## config.mk

```make
export PLATFORM = sky130hd
export DESIGN_NAME = fsm_seq_arbiter
export DESIGN_NICKNAME = d
export VERILOG_FILES = /design/src/rtl/fsm_seq_arbiter.sv
export SDC_FILE = /design/constraint.sdc
export NUM_CORES = 1
export LEC_CHECK = 0
export BUFFER_PORTS_ARGS = -buffer_cell sky130_fd_sc_hd__buf_4
export CAP_MARGIN = 10
export CELL_PAD_IN_SITES_DETAIL_PLACEMENT = 1
export CELL_PAD_IN_SITES_GLOBAL_PLACEMENT = 1
export CORE_UTILIZATION = 41
export DETAILED_ROUTE_END_ITERATION = 10
export PLACE_DENSITY_LB_ADDON = 0.1
export SYNTH_ARGS = -nofsm -noshare
export SYNTH_HDL_FRONTEND = slang
export SYNTH_SLANG_ARGS = --single-unit
```

## constraint.sdc

```tcl
create_clock -name clk -period 2.7 [get_ports clk]
set_input_delay 0.405 -clock clk [delete_from_list [all_inputs] [get_ports clk]]
set_output_delay 0.405 -clock clk [all_outputs]
set_load 0.01 [all_outputs]
```

## src/rtl/fsm_seq_arbiter.sv

```systemverilog
// Round-robin front end that time-shares one external fsm between NUM_REQ job sources.
// Each granted job resets the fsm, plays its stored {q1,q2} symbols, samples count and reports a hit.
module fsm_seq_arbiter #(
  parameter int NUM_REQ   = 2,
  parameter int MAX_STEPS = 8,
  parameter int STEP_W    = $clog2(MAX_STEPS + 1),
  parameter int CNT_W     = 16,
  localparam int ID_W     = (NUM_REQ > 1) ? $clog2(NUM_REQ) : 1,
  localparam int SEQ_W    = 2 * MAX_STEPS
) (
  input  logic                        clk,
  input  logic                        reset,
  input  logic [NUM_REQ-1:0]          req,
  input  logic [NUM_REQ*SEQ_W-1:0]    seq_data,
  input  logic [NUM_REQ*STEP_W-1:0]   seq_len,
  input  logic                        hit_clr,
  output logic [NUM_REQ-1:0]          gnt,
  output logic                        busy,
  output logic                        done,
  output logic [ID_W-1:0]             done_id,
  output logic                        hit,
  output logic [CNT_W-1:0]            hit_cnt,
  output logic                        fsm_reset,
  output logic                        fsm_q1,
  output logic                        fsm_q2,
  input  logic [1:0]                  fsm_count
);

  typedef enum logic [2:0] {
    S_IDLE,
    S_GRANT_RST,
    S_PLAY,
    S_SAMPLE,
    S_DONE
  } state_t;

  localparam logic [STEP_W-1:0] MAX_LEN = STEP_W'(MAX_STEPS);
  localparam logic [CNT_W-1:0]  CNT_MAX = '1;

  state_t              r_state;
  state_t              w_state_nxt;
  logic [STEP_W-1:0]   r_step;
  logic [STEP_W-1:0]   w_step_nxt;
  logic [STEP_W-1:0]   r_len;
  logic [SEQ_W-1:0]    r_seq;
  logic [ID_W-1:0]     r_rr_ptr;
  logic [ID_W-1:0]     r_winner;
  logic                r_hit_next;

  logic [NUM_REQ-1:0]  r_gnt;
  logic                r_busy;
  logic                r_done;
  logic [ID_W-1:0]     r_done_id;
  logic                r_hit;
  logic [CNT_W-1:0]    r_hit_cnt;
  logic                r_fsm_reset;
  logic [1:0]          r_fsm_q;

  logic [2*NUM_REQ-1:0] w_req_rot;
  logic                 w_any_req;
  logic [ID_W-1:0]      w_winner;
  logic [SEQ_W-1:0]     w_seq_sel;
  logic [STEP_W-1:0]    w_len_raw;
  logic [STEP_W-1:0]    w_len_clamped;
  logic [1:0]           w_sym;
  logic                 w_fsm_reset_nxt;
  logic [1:0]           w_fsm_q_nxt;
  logic [ID_W-1:0]      w_ptr_nxt;

  // Rotating the request vector by rr_ptr turns the circular scan into a plain lowest-index search.
  always_comb begin
    // NOTE: every always_comb output gets a default before any branch, so no path can infer a latch.
    w_req_rot = {req, req} >> r_rr_ptr;
    w_any_req = 1'b0;
    w_winner  = r_rr_ptr;
    for (int k = 0; k < NUM_REQ; k++) begin
      if (!w_any_req && w_req_rot[k]) begin
        w_any_req = 1'b1;
        w_winner  = ID_W'((int'(r_rr_ptr) + k) % NUM_REQ);
      end
    end
  end

  assign w_seq_sel     = SEQ_W'(seq_data >> (int'(w_winner) * SEQ_W));
  assign w_len_raw     = STEP_W'(seq_len >> (int'(w_winner) * STEP_W));
  assign w_len_clamped = (w_len_raw > MAX_LEN) ? MAX_LEN : w_len_raw;
  assign w_ptr_nxt     = (r_winner == ID_W'(NUM_REQ - 1)) ? '0 : r_winner + ID_W'(1);

  // Next-state and next-output decode; outputs are registered from the state being entered.
  always_comb begin
    w_state_nxt = r_state;
    w_step_nxt  = r_step;
    case (r_state)
      S_IDLE: begin
        if (w_any_req) w_state_nxt = S_GRANT_RST;
      end
      S_GRANT_RST: begin
        w_step_nxt  = '0;
        w_state_nxt = (r_len == '0) ? S_SAMPLE : S_PLAY;
      end
      S_PLAY: begin
        if (r_step == r_len - STEP_W'(1)) w_state_nxt = S_SAMPLE;
        else                              w_step_nxt  = r_step + STEP_W'(1);
      end
      S_SAMPLE: w_state_nxt = S_DONE;
      S_DONE:   w_state_nxt = S_IDLE;
      default:  w_state_nxt = S_IDLE;
    endcase

    w_sym           = 2'(r_seq >> {w_step_nxt, 1'b0});
    w_fsm_reset_nxt = (w_state_nxt == S_GRANT_RST);
    w_fsm_q_nxt     = (w_state_nxt == S_PLAY) ? w_sym : 2'b00;
  end

  always_ff @(posedge clk or negedge reset) begin
    if (!reset) begin
      r_state <= S_IDLE;
      r_step  <= '0;
    end else begin
      // NOTE: sequential state uses non-blocking assignments so every register samples pre-edge values.
      r_state <= w_state_nxt;
      r_step  <= w_step_nxt;
    end
  end

  always_ff @(posedge clk or negedge reset) begin
    if (!reset) begin
      // NOTE: the latched job buffer is reset too; it is only a few flops and keeps playout values defined.
      r_seq       <= '0;
      r_len       <= '0;
      r_winner    <= '0;
      r_rr_ptr    <= '0;
      r_hit_next  <= 1'b0;
      r_gnt       <= '0;
      r_busy      <= 1'b0;
      r_done      <= 1'b0;
      r_done_id   <= '0;
      r_hit       <= 1'b0;
      r_fsm_reset <= 1'b1;
      r_fsm_q     <= 2'b00;
    end else begin
      r_done      <= 1'b0;
      r_fsm_reset <= w_fsm_reset_nxt;
      r_fsm_q     <= w_fsm_q_nxt;

      if (r_state == S_IDLE && w_any_req) begin
        r_seq    <= w_seq_sel;
        r_len    <= w_len_clamped;
        r_winner <= w_winner;
        r_gnt    <= NUM_REQ'(1) << w_winner;
        r_busy   <= 1'b1;
      end

      if (r_state == S_SAMPLE) r_hit_next <= (fsm_count == 2'b11);

      if (r_state == S_DONE) begin
        r_done    <= 1'b1;
        r_done_id <= r_winner;
        r_hit     <= r_hit_next;
        r_gnt     <= '0;
        r_busy    <= 1'b0;
        r_rr_ptr  <= w_ptr_nxt;
      end
    end
  end

  // A clear arriving with a hit completion takes priority.
  always_ff @(posedge clk or negedge reset) begin
    if (!reset) begin
      r_hit_cnt <= '0;
    end else if (hit_clr) begin
      r_hit_cnt <= '0;
    end else if (r_state == S_DONE && r_hit_next && r_hit_cnt != CNT_MAX) begin
      r_hit_cnt <= r_hit_cnt + CNT_W'(1);
    end
  end

  assign gnt       = r_gnt;
  assign busy      = r_busy;
  assign done      = r_done;
  assign done_id   = r_done_id;
  assign hit       = r_hit;
  assign hit_cnt   = r_hit_cnt;
  assign fsm_reset = r_fsm_reset;
  assign fsm_q1    = r_fsm_q[1];
  assign fsm_q2    = r_fsm_q[0];

endmodule
```

# After elaboration in Yosys (flattened, before gate mapping)
# Cells that the tools add are included.
[totals]
regBits = 55
latchBits = 0
ramBits = 0
rom_bits = 0
in_bits = 47
out_inout_bits = 25
elab_cells = 63
mem_count = 0
[classes]
add_sub_neg = 5
multipliers = 0
div = 0
magnitude_cmp = 1
eq_ne = 9
shift = 5
muxes = 19
bitwise_logic = 0
n_reduce_logical = 9
[ops]
columns = ["op", "count"]
rows = [
  ["$mux 16", 2],
  ["$shr 32x5->16", 1],
  ["$add 16x1->16 const B", 1],
  ["$ne 16x16->1 const B", 1],
  ["$shr 16x5->2", 1],
  ["$pmux 3 s4", 1],
  ["$eq 3x2->1 const B", 3],
  ["$mux 1", 8],
  ["$mux 4", 2],
  ["$pmux 4 s2", 1],
  ["$shr 8x3->4", 1],
  ["$eq 3x1->1 const B", 2],
  ["$mux 2", 3],
  ["$mux 3", 2],
  ["$add 4x1->4 const B", 1],
  ["$eq 4x4->1", 1],
  ["$gt 4x4->1 const B", 1],
  ["$logic_and 1x1->1", 4],
  ["$logic_not 4->1", 1],
  ["$reduce_bool 2->1", 2],
  ["$shr 4x1->2", 1],
  ["$sub 4x1->4 const B", 1],
  ["$eq 3x3->1 const B", 1],
  ["$logic_not 3->1", 1],
  ["other kinds (4)", 5],
]

# Longest topological paths before layout
# Gate-level depths: netlist of run 1.
[depth]
word_depth = 9
mapped_depth = 10
ltp_nobuf = 9

# Least setup slack after synthesis of run 1
# OpenSTA, ideal clock, no wires.
[synth_path]
path_kind = "register -> register"
from = "register r_len[0]"
to = "register r_fsm_q[1]"
setup_time_ps = 126
arrival_ps = 2253
t_required_ps = 2574
setup_slack_ps = 321
path_stages_with_launch = 11
n_path_buf = 1
period_less_slack_ps = 2379
cell_sequence = "dfrtp_1 inv_1 ha_1 xnor3_1 and3_1 buf_6 a21oi_2 o311ai_4 nor2b_4 and3_2 a221o_1"
[synth_between]
elab_chain_cells = 6
elab_cells_between_ends = 11
classes_between = "add/sub: 1; eq/ne: 2; shift: 1; mux: 6; reduce/logical: 1"
[synth_lines]
columns = ["item", "line_no", "text"]
rows = [
  ["from (decl)", "44", "logic [STEP_W-1:0] r_len;"],
  ["from (signal assigned)", "148", "r_len <= w_len_clamped;"],
  ["$sub 4x1->4", "102", "if (r_step == r_len - STEP_W'(1)) w_state_nxt = S_SAMPLE;"],
  ["$eq 4x4->1", "102", ""],
  ["$mux 4", "102", ""],
  ["$pmux 4 s2", "93", "case (r_state)"],
  ["named net w_step_nxt[2]", "43", "logic [STEP_W-1:0] w_step_nxt;"],
  ["$shr 16x5->2", "110", "w_sym = 2'(r_seq >> {w_step_nxt, 1'b0});"],
  ["$mux 2", "112", "w_fsm_q_nxt = (w_state_nxt == S_PLAY) ? w_sym : 2'b00;"],
  ["named net w_fsm_q_nxt[1]", "67", "logic [1:0] w_fsm_q_nxt;"],
  ["to (signal assigned)", "144", "r_fsm_q <= w_fsm_q_nxt;"],
  ["to (decl)", "57", "logic [1:0] r_fsm_q;"],
]
# The timed path passes the listed nets, and every way through them passes these cells.
# A chain may end at the register's enable or synchronous reset.

# Worst setup path after layout of run 1
[layout_path]
from = "register r_len[0]"
to = "register r_fsm_q[1]"
[layout_between]
elab_chain_cells = 6
elab_cells_between_ends = 11
classes_between = "add/sub: 1; eq/ne: 2; shift: 1; mux: 6; reduce/logical: 1"
[layout_lines]
columns = ["item", "line_no"]
rows = [
  ["$sub 4x1->4", "102"],
  ["$eq 4x4->1", "102"],
  ["$mux 4 or $mux 3 (tied branches)", "102"],
  ["$pmux 4 s2 or $pmux 3 s4 (tied branches)", "93"],
  ["$shr 16x5->2 or $eq 3x2->1 (tied branches)", "110, 112"],
  ["$mux 2 (*)", "112"],
  ["named net w_fsm_q_nxt[1]", "67"],
]
# The timed path passes the listed nets; every way through them passes the cells marked *.

==> run summary, run 1 <==
Worst Path Arrival: 2.75 ns
mean post-synth cell area: 9.82 µm²
Total GRT Usage: 0.200
Yosys top cell by area: dfrtp_1
slew margin rel.: 0.526
CP max stage delay: 0.42 ns
CTS Buffer Depth: 2
most instantiated library cell after synthesis: dfrtp_1
design area: 3930 µm²
Async SR Flop Fraction: 1.00
Setup Crit Path Kind: reg -> reg
Post-DP HPWL: 5.62 mm
setup TNS: 0 ns
Syn Nets: 372
TritonCTS clock tree: yes
clock buffer count from CTS: 5
Initial Util: 0.430
setup repair after global routing missed its margin: false
Via density: 5.33
postcts setup bufs: 0
top cells by area, synth: dfrtp_1 (43%), mux2i_1 (7.3%), nor2_1 (6.0%)
R2R cell count: 9
VDD IR max: 0.000399 V
CP delay by family, top: compound AO/OA/AOI/OAI gates
PostCTS Resize Cnt: 0
WP data required: 2.96 ns
Antenna diodes: 0
Cells after Synth: 321
Yosys warning count: 0
Slew Viols, Final: 0
top-area cell type share of the netlist area: 0.429
status: completed
startpoint type of the worst setup path: register
Worst-Skew Late Latency: 0.31 ns
number of port buffers: 71
share of layout cells above drive strength 1: 0.293
CP max-delay cell: dfrtp_2
Post-synth EDFFs: 0
Main synth FF type: dfrtp_1
post-synthesis sequential area ratio: 0.437
GR Overflow Total: 0
vias in the first global route: 2611
FMAX: 400 MHz
CTS Sinks: 55
leakage power total: 1.80 nW
Core Region: 7330 µm²
Die Area: 8050 µm²
hold-fix buffers at CTS: 0
WP buf/inv: 1
fin crit period: 2.50 ns
worst min path class: in -> async
DR WL/cell: 15.4 µm
Post-synth top cells: dfrtp_1 (54), nor2_1 (50), a21oi_1 (24)
largest net degree at the start of global routing: 56
post-route DRC violation count: 0
gpl congestion: 0.827
Yosys cell types: 61
DR pass1 iterations: 4
antenna-violating nets left: 0
CP Max Fanout: 7
Levels on crit path: 9
first-pass GRT wire length: 12.4 mm
Die X: 89.7 µm
CP Capture Type: register
Tcrit/Tclk final: 0.925
die height: 89.7 µm
vias: 2615
Final Hold Viols: 0
Post-Syn Area: 3150 µm²
Final nets: 442
row count: 31
# setup viols final: 0
Reg clk slew, reported paths: 0.11 ns
crit path cell chain: inv_1 -> ha_1 -> xnor3_1 -> and3_4 -> a21oi_2 -> a31oi_2 -> a311oi_1 -> and3_1 -> a221o_1
H-Tree Depth: 2
clock root buffer: clkbuf_8
Layout Skew: 0.0109 ns
I/O pins: 72
DRT iter0 DRCs: 100
placed cell areas: 3800 µm²
worst slew pin tran: 0.711 ns
Seq cells post-synth: 55
WL final: 7.56 mm
Syn-to-layout area delta: 24.6%
max-cap violations: 0
initial antenna violation count: 0
Pwr Density: 1110 nW/µm²
-- flip-flops by register name (all words and copies together) (netlist names), 2 cells and up --
| name | cells |
|---|---|
| r_step | 4 |
| hit_cnt | 16 |
| r_fsm_q | 2 |
| r_seq | 16 |
| r_len | 4 |
| gnt | 2 |
| r_state | 3 |
-- layout make-up --
class | instances | area (µm²)
fill | 839 | 3400
multi-input combinational | 237 | 1660
sequential | 55 | 1380
timing repair buffer | 80 | 601
tap | 99 | 124
clock buffer | 6 | 82.6
inverter | 12 | 45.0
clock inverter | 2 | 38.8
-- cell families after synthesis --
| family | share of synthesized area |
|---|---|
| AND/OR/NAND/NOR | 0.181 |
| AO/OA/AOI/OAI | 0.157 |
| flip-flops | 0.437 |
| XOR/XNOR | 0.0861 |
| multiplexers | 0.0802 |
| adder cells (fa/ha/maj) | 0.0159 |
| buffers and inverters | 0.0429 |
-- power by group --
part	internal (mW)	switching [mW]	leakage [nW]
registers	1.11	0.246	0.683
logic	1.06	1.36	1.05
clock network	0.306	0.285	0.0618
-- metrics by stage --
step	setup WS [ns]	instances	power [mW]	utilization	hold slack (ns)
finish	0.202	491	4.37	0.536	0.124
global route	0.0363	491	4.71	0.536	0.191
CTS	0.0341	491	4.38	0.534	0.163
detailed placement	0.0913	483	3.77	0.518	0.476
global placement	0.165	483	3.72	0.518	0.466
floorplan	0.321	321	3.07	-	0.109
-- final timing paths --
| kind | to | slack, ns | start |
|---|---|---|---|
| max | r_fsm_q[1]$_DFF_PN0_ | 0.20 | r_len[0]$_DFFE_PN0P_ |
| min | gnt[0]$_DFFE_PN0P_ | 0.12 | reset |
| max reg2reg | r_fsm_q[1]$_DFF_PN0_ | 0.20 | r_len[0]$_DFFE_PN0P_ |
| min reg2reg | r_rr_ptr$_DFFE_PN0P_ | 0.48 | r_winner$_DFFE_PN0P_ |
| max in group asynchronous | hit_cnt[6]$_DFFE_PN0P_ | 2.08 | reset |
| min in group clk | r_hit_next$_DFFE_PN0P_ | 0.32 | fsm_count[1] |
-- cells in the final DEF (no fill, tap or decap), types with 3 or more instances in the layout --
cell type,Yosys,layout
a31oi_1,3,3
nor2_1,50,50
o22ai_1,4,4
nor4_1,4,4
a21oi_1,24,24
mux2i_1,23,23
ha_1,4,4
nand2_1,15,15
buf_4,2,80
o21ai_0,13,13
xnor2_1,8,8
nand4_1,7,7
dfrtp_1,54,53
inv_1,12,12
nand3_1,14,13
o21ai_2,2,3
nor3_1,8,7
clkbuf_8,1,6
xor2_1,11,11
-- metal layers --
layer | part of all wire | up-vias | track usage | wire length [µm]
met5 | 0 | - | 0 | 0
met4 | 0.0050 | 0 | 0.0346 | 38
met3 | 0.031 | 4 | 0.0329 | 237
met2 | 0.50 | 49 | 0.345 | 3770
met1 | 0.46 | 1279 | 0.269 | 3510
li1 | - | 1283 | - | -
-- worst reg2reg max path, stage by stage (launching register included) --
cell and delay, ns:
dfrtp_2 0.42, inv_1 0.09, ha_1 0.22, xnor3_1 0.37, and3_4 0.24, a21oi_2 0.21
a31oi_2 0.19, a311oi_1 0.40, and3_1 0.21, a221o_1 0.11
Note: power is estimated with default switching activity, not from simulation.
==> run 2, diff against run 1 <==
ABC_AREA = 1   (was default)
CORE_UTILIZATION = 40   (was 41)
PLACE_DENSITY = 0.82   (was default)
PLACE_DENSITY_LB_ADDON = default   (was 0.1)
==> run summary, run 2 <==
number of port buffers: 71 (unchanged)
Pwr Density: 951 nW/µm² (-14%)
CP max-delay cell: dfrtp_1
slew margin rel.: 0.478 (-0.0479)
vias in the first global route: 3014 (+15%)
most instantiated library cell after synthesis: inv_1
Post-DP HPWL: 6.26 mm (+11%)
vias: 2783 (+6.4%)
PostCTS Resize Cnt: 0 (unchanged)
placed cell areas: 3730 µm² (-1.6%)
setup TNS: 0 ns (unchanged)
clock root buffer: clkbuf_8
die height: 90.5 µm (+0.88%)
top cells by area, synth: dfrtp_1 (43%), inv_1 (7.8%), nand2_1 (6.7%)
DR pass1 iterations: 4 (unchanged)
CP Max Fanout: 11 (+4)
worst min path class: in -> async
post-route DRC violation count: 0 (unchanged)
CP max stage delay: 0.45 ns (+0.03 ns)
Yosys top cell by area: dfrtp_1
Setup Crit Path Kind: reg -> reg
first-pass GRT wire length: 14.4 mm (+16%)
FMAX: 479 MHz (+20%)
CTS Buffer Depth: 2 (unchanged)
H-Tree Depth: 2 (unchanged)
crit path cell chain: nor2_2 -> nand2_1 -> nor2_2 -> nand2_2 -> nand2_2 -> nand2_1 -> nor2_1 -> nand3_1 -> a21oi_2
clock buffer count from CTS: 5 (unchanged)
fillcell total: 918 (+9.4%)
post-synthesis sequential area ratio: 0.440 (+0.00297)
VDD IR max: 0.000356 V (-11%)
GR Overflow Total: 0 (unchanged)
CTS Sinks: 55 (unchanged)
Reg clk slew, reported paths: 0.11 ns (about the same)
Syn-to-layout area delta: 22.1%
Post-synth top cells: inv_1 (65), nand2_1 (56), dfrtp_1 (54)
DR WL/cell: 15.1 µm (-2.1%)
max-cap violations: 0 (unchanged)
postcts setup bufs: 0 (unchanged)
Slew Viols, Final: 0 (unchanged)
Core Region: 7410 µm² (+1.1%)
worst slew pin tran: 0.783 ns (+0.0719 ns)
Post-synth EDFFs: 0 (unchanged)
Die Area: 8190 µm² (+1.8%)
largest net degree at the start of global routing: 56 (unchanged)
WP data required: 2.95 ns (about the same)
hold-fix buffers at CTS: 0 (unchanged)
fin crit period: 2.09 ns (-0.409 ns)
Via density: 5.13 (-3.6%)
mean post-synth cell area: 8.40 µm² (-15%)
setup repair after global routing missed its margin: false
status: completed
Die X: 90.5 µm (+0.88%)
gpl congestion: 0.803 (-2.8%)
Post-Syn Area: 3130 µm² (-0.67%)
commonest non-fill, non-tap cell in the layout: buf_4
WP buf/inv: 0 (-1)
Seq cells post-synth: 55 (unchanged)
startpoint type of the worst setup path: register
initial antenna violation count: 0 (unchanged)
Final Util: 0.516 (-0.0198)
Final nets: 493 (+12%)
Initial Util: 0.423 (-0.00737)
Worst Path Arrival: 2.34 ns (-0.41 ns)
post-route setup slack: 0.612 ns (+0.409 ns)
Async SR Flop Fraction: 1.00 (unchanged)
Yosys warning count: 0 (unchanged)
Syn Nets: 424 (+14%)
Worst-Skew Late Latency: 0.32 ns (about the same)
Final Hold Viols: 0 (unchanged)
Layout Skew: 0.00920 ns (-0.00167 ns)
WL final: 8.17 mm (+8.1%)
Cells after Synth: 373 (+16%)
top-area cell type share of the netlist area: 0.431 (+0.00291)
row count: 31 (unchanged)
CP delay by family, top: simple AND/OR/NAND/NOR gates
Place WS: 0.632 ns (+0.540 ns)
most frequent cells in the layout: buf_4 (73), inv_1 (65), nand2_1 (56)
leakage power total: 1.93 nW (+7.6%)
DRT iter0 DRCs: 84 (-16%)
Total GRT Usage: 0.218 (+0.0172)
Yosys cell types: 40 (-34%)
Tcrit/Tclk final: 0.773 (-0.152)
# setup viols final: 0 (unchanged)
design area: 3820 µm² (-2.7%)
CP Capture Type: register
I/O pins: 72 (unchanged)
share of layout cells above drive strength 1: 0.293 (about the same)
antenna-violating nets left: 0 (unchanged)
Antenna diodes: 0 (unchanged)
Main synth FF type: dfrtp_1
TritonCTS clock tree: yes
run 2: cell count changes after synthesis, sizes merged, moves of 10 or more:
cell	delta
nor2	-22
inv	+63
mux2i	-20
xnor2	-10
nand2	+50
a21oi	-17
o221ai	+14
xor2	-10
nand3	+34
run 2: routing by layer:
layer  routed length (µm)  track usage  share of wire
met1                 3580        0.270           0.44
met2                 4250        0.383           0.52
met3                  191       0.0362          0.023
met4                  155       0.0672          0.019
met5                    0            0              0
run 2: kinds of logic (layout without fill, tap and decap cells):
family          after synthesis  after routing  synth area share
simple gates                170            170             0.289
mux                           4              4            0.0132
xor+xnor                      2              2           0.00559
compound gates               51             51             0.123
fa+ha+maj                     4              4            0.0160
buf+inv                      87            157             0.113
flops                        55             55             0.440
run 2: cell type report:
class,count,area (µm²),area share
flip-flops and latches,55,1380,0.360
well taps,99,124,0.0324
repair buffers,73,548,0.143
inverters,76,287,0.0749
clock inverters,2,16.3,0.00425
clock buffers,6,72.6,0.0190
multi-input cells,231,1400,0.366
run 2: final timing paths:
kind                                      start                      end  slack [ns]  depth (start not counted)
setup / recovery           r_state[0]$_DFF_PN0_  hit_cnt[14]$_DFFE_PN0P_        0.61                          9
hold / removal                            reset  hit_cnt[12]$_DFFE_PN0P_        0.12                          1
setup reg to reg           r_state[0]$_DFF_PN0_  hit_cnt[14]$_DFFE_PN0P_        0.61                          9
hold reg to reg            r_winner$_DFFE_PN0P_     r_rr_ptr$_DFFE_PN0P_        0.50                          1
max in group asynchronous                 reset   hit_cnt[4]$_DFFE_PN0P_        2.07                          1
min in group clk                        hit_clr  hit_cnt[13]$_DFFE_PN0P_        0.28                          2
run 2: through the flow:
step / hold slack [ns] / instances / total power, mW
floorplan: 0.109 / 373 / 2.65
global placement: 0.447 / 534 / 3.08
detailed placement: 0.483 / 534 / 3.19
CTS: 0.169 / 542 / 3.67
global route: 0.196 / 542 / 3.97
finish: 0.122 / 542 / 3.64
run 2: worst register-to-register path, cell delays in order, from the launching register on:
cell and delay, ns:
dfrtp_1 0.45, nor2_2 0.17, nand2_1 0.24, nor2_2 0.20
nand2_2 0.22, nand2_2 0.20, nand2_1 0.08, nor2_1 0.20
nand3_1 0.12, a21oi_2 0.13
run 2: report_power, final:
group / switching [mW] / internal [mW]
combinational: 1.22 / 0.695
sequential: 0.154 / 1.10
clock: 0.288 / 0.187
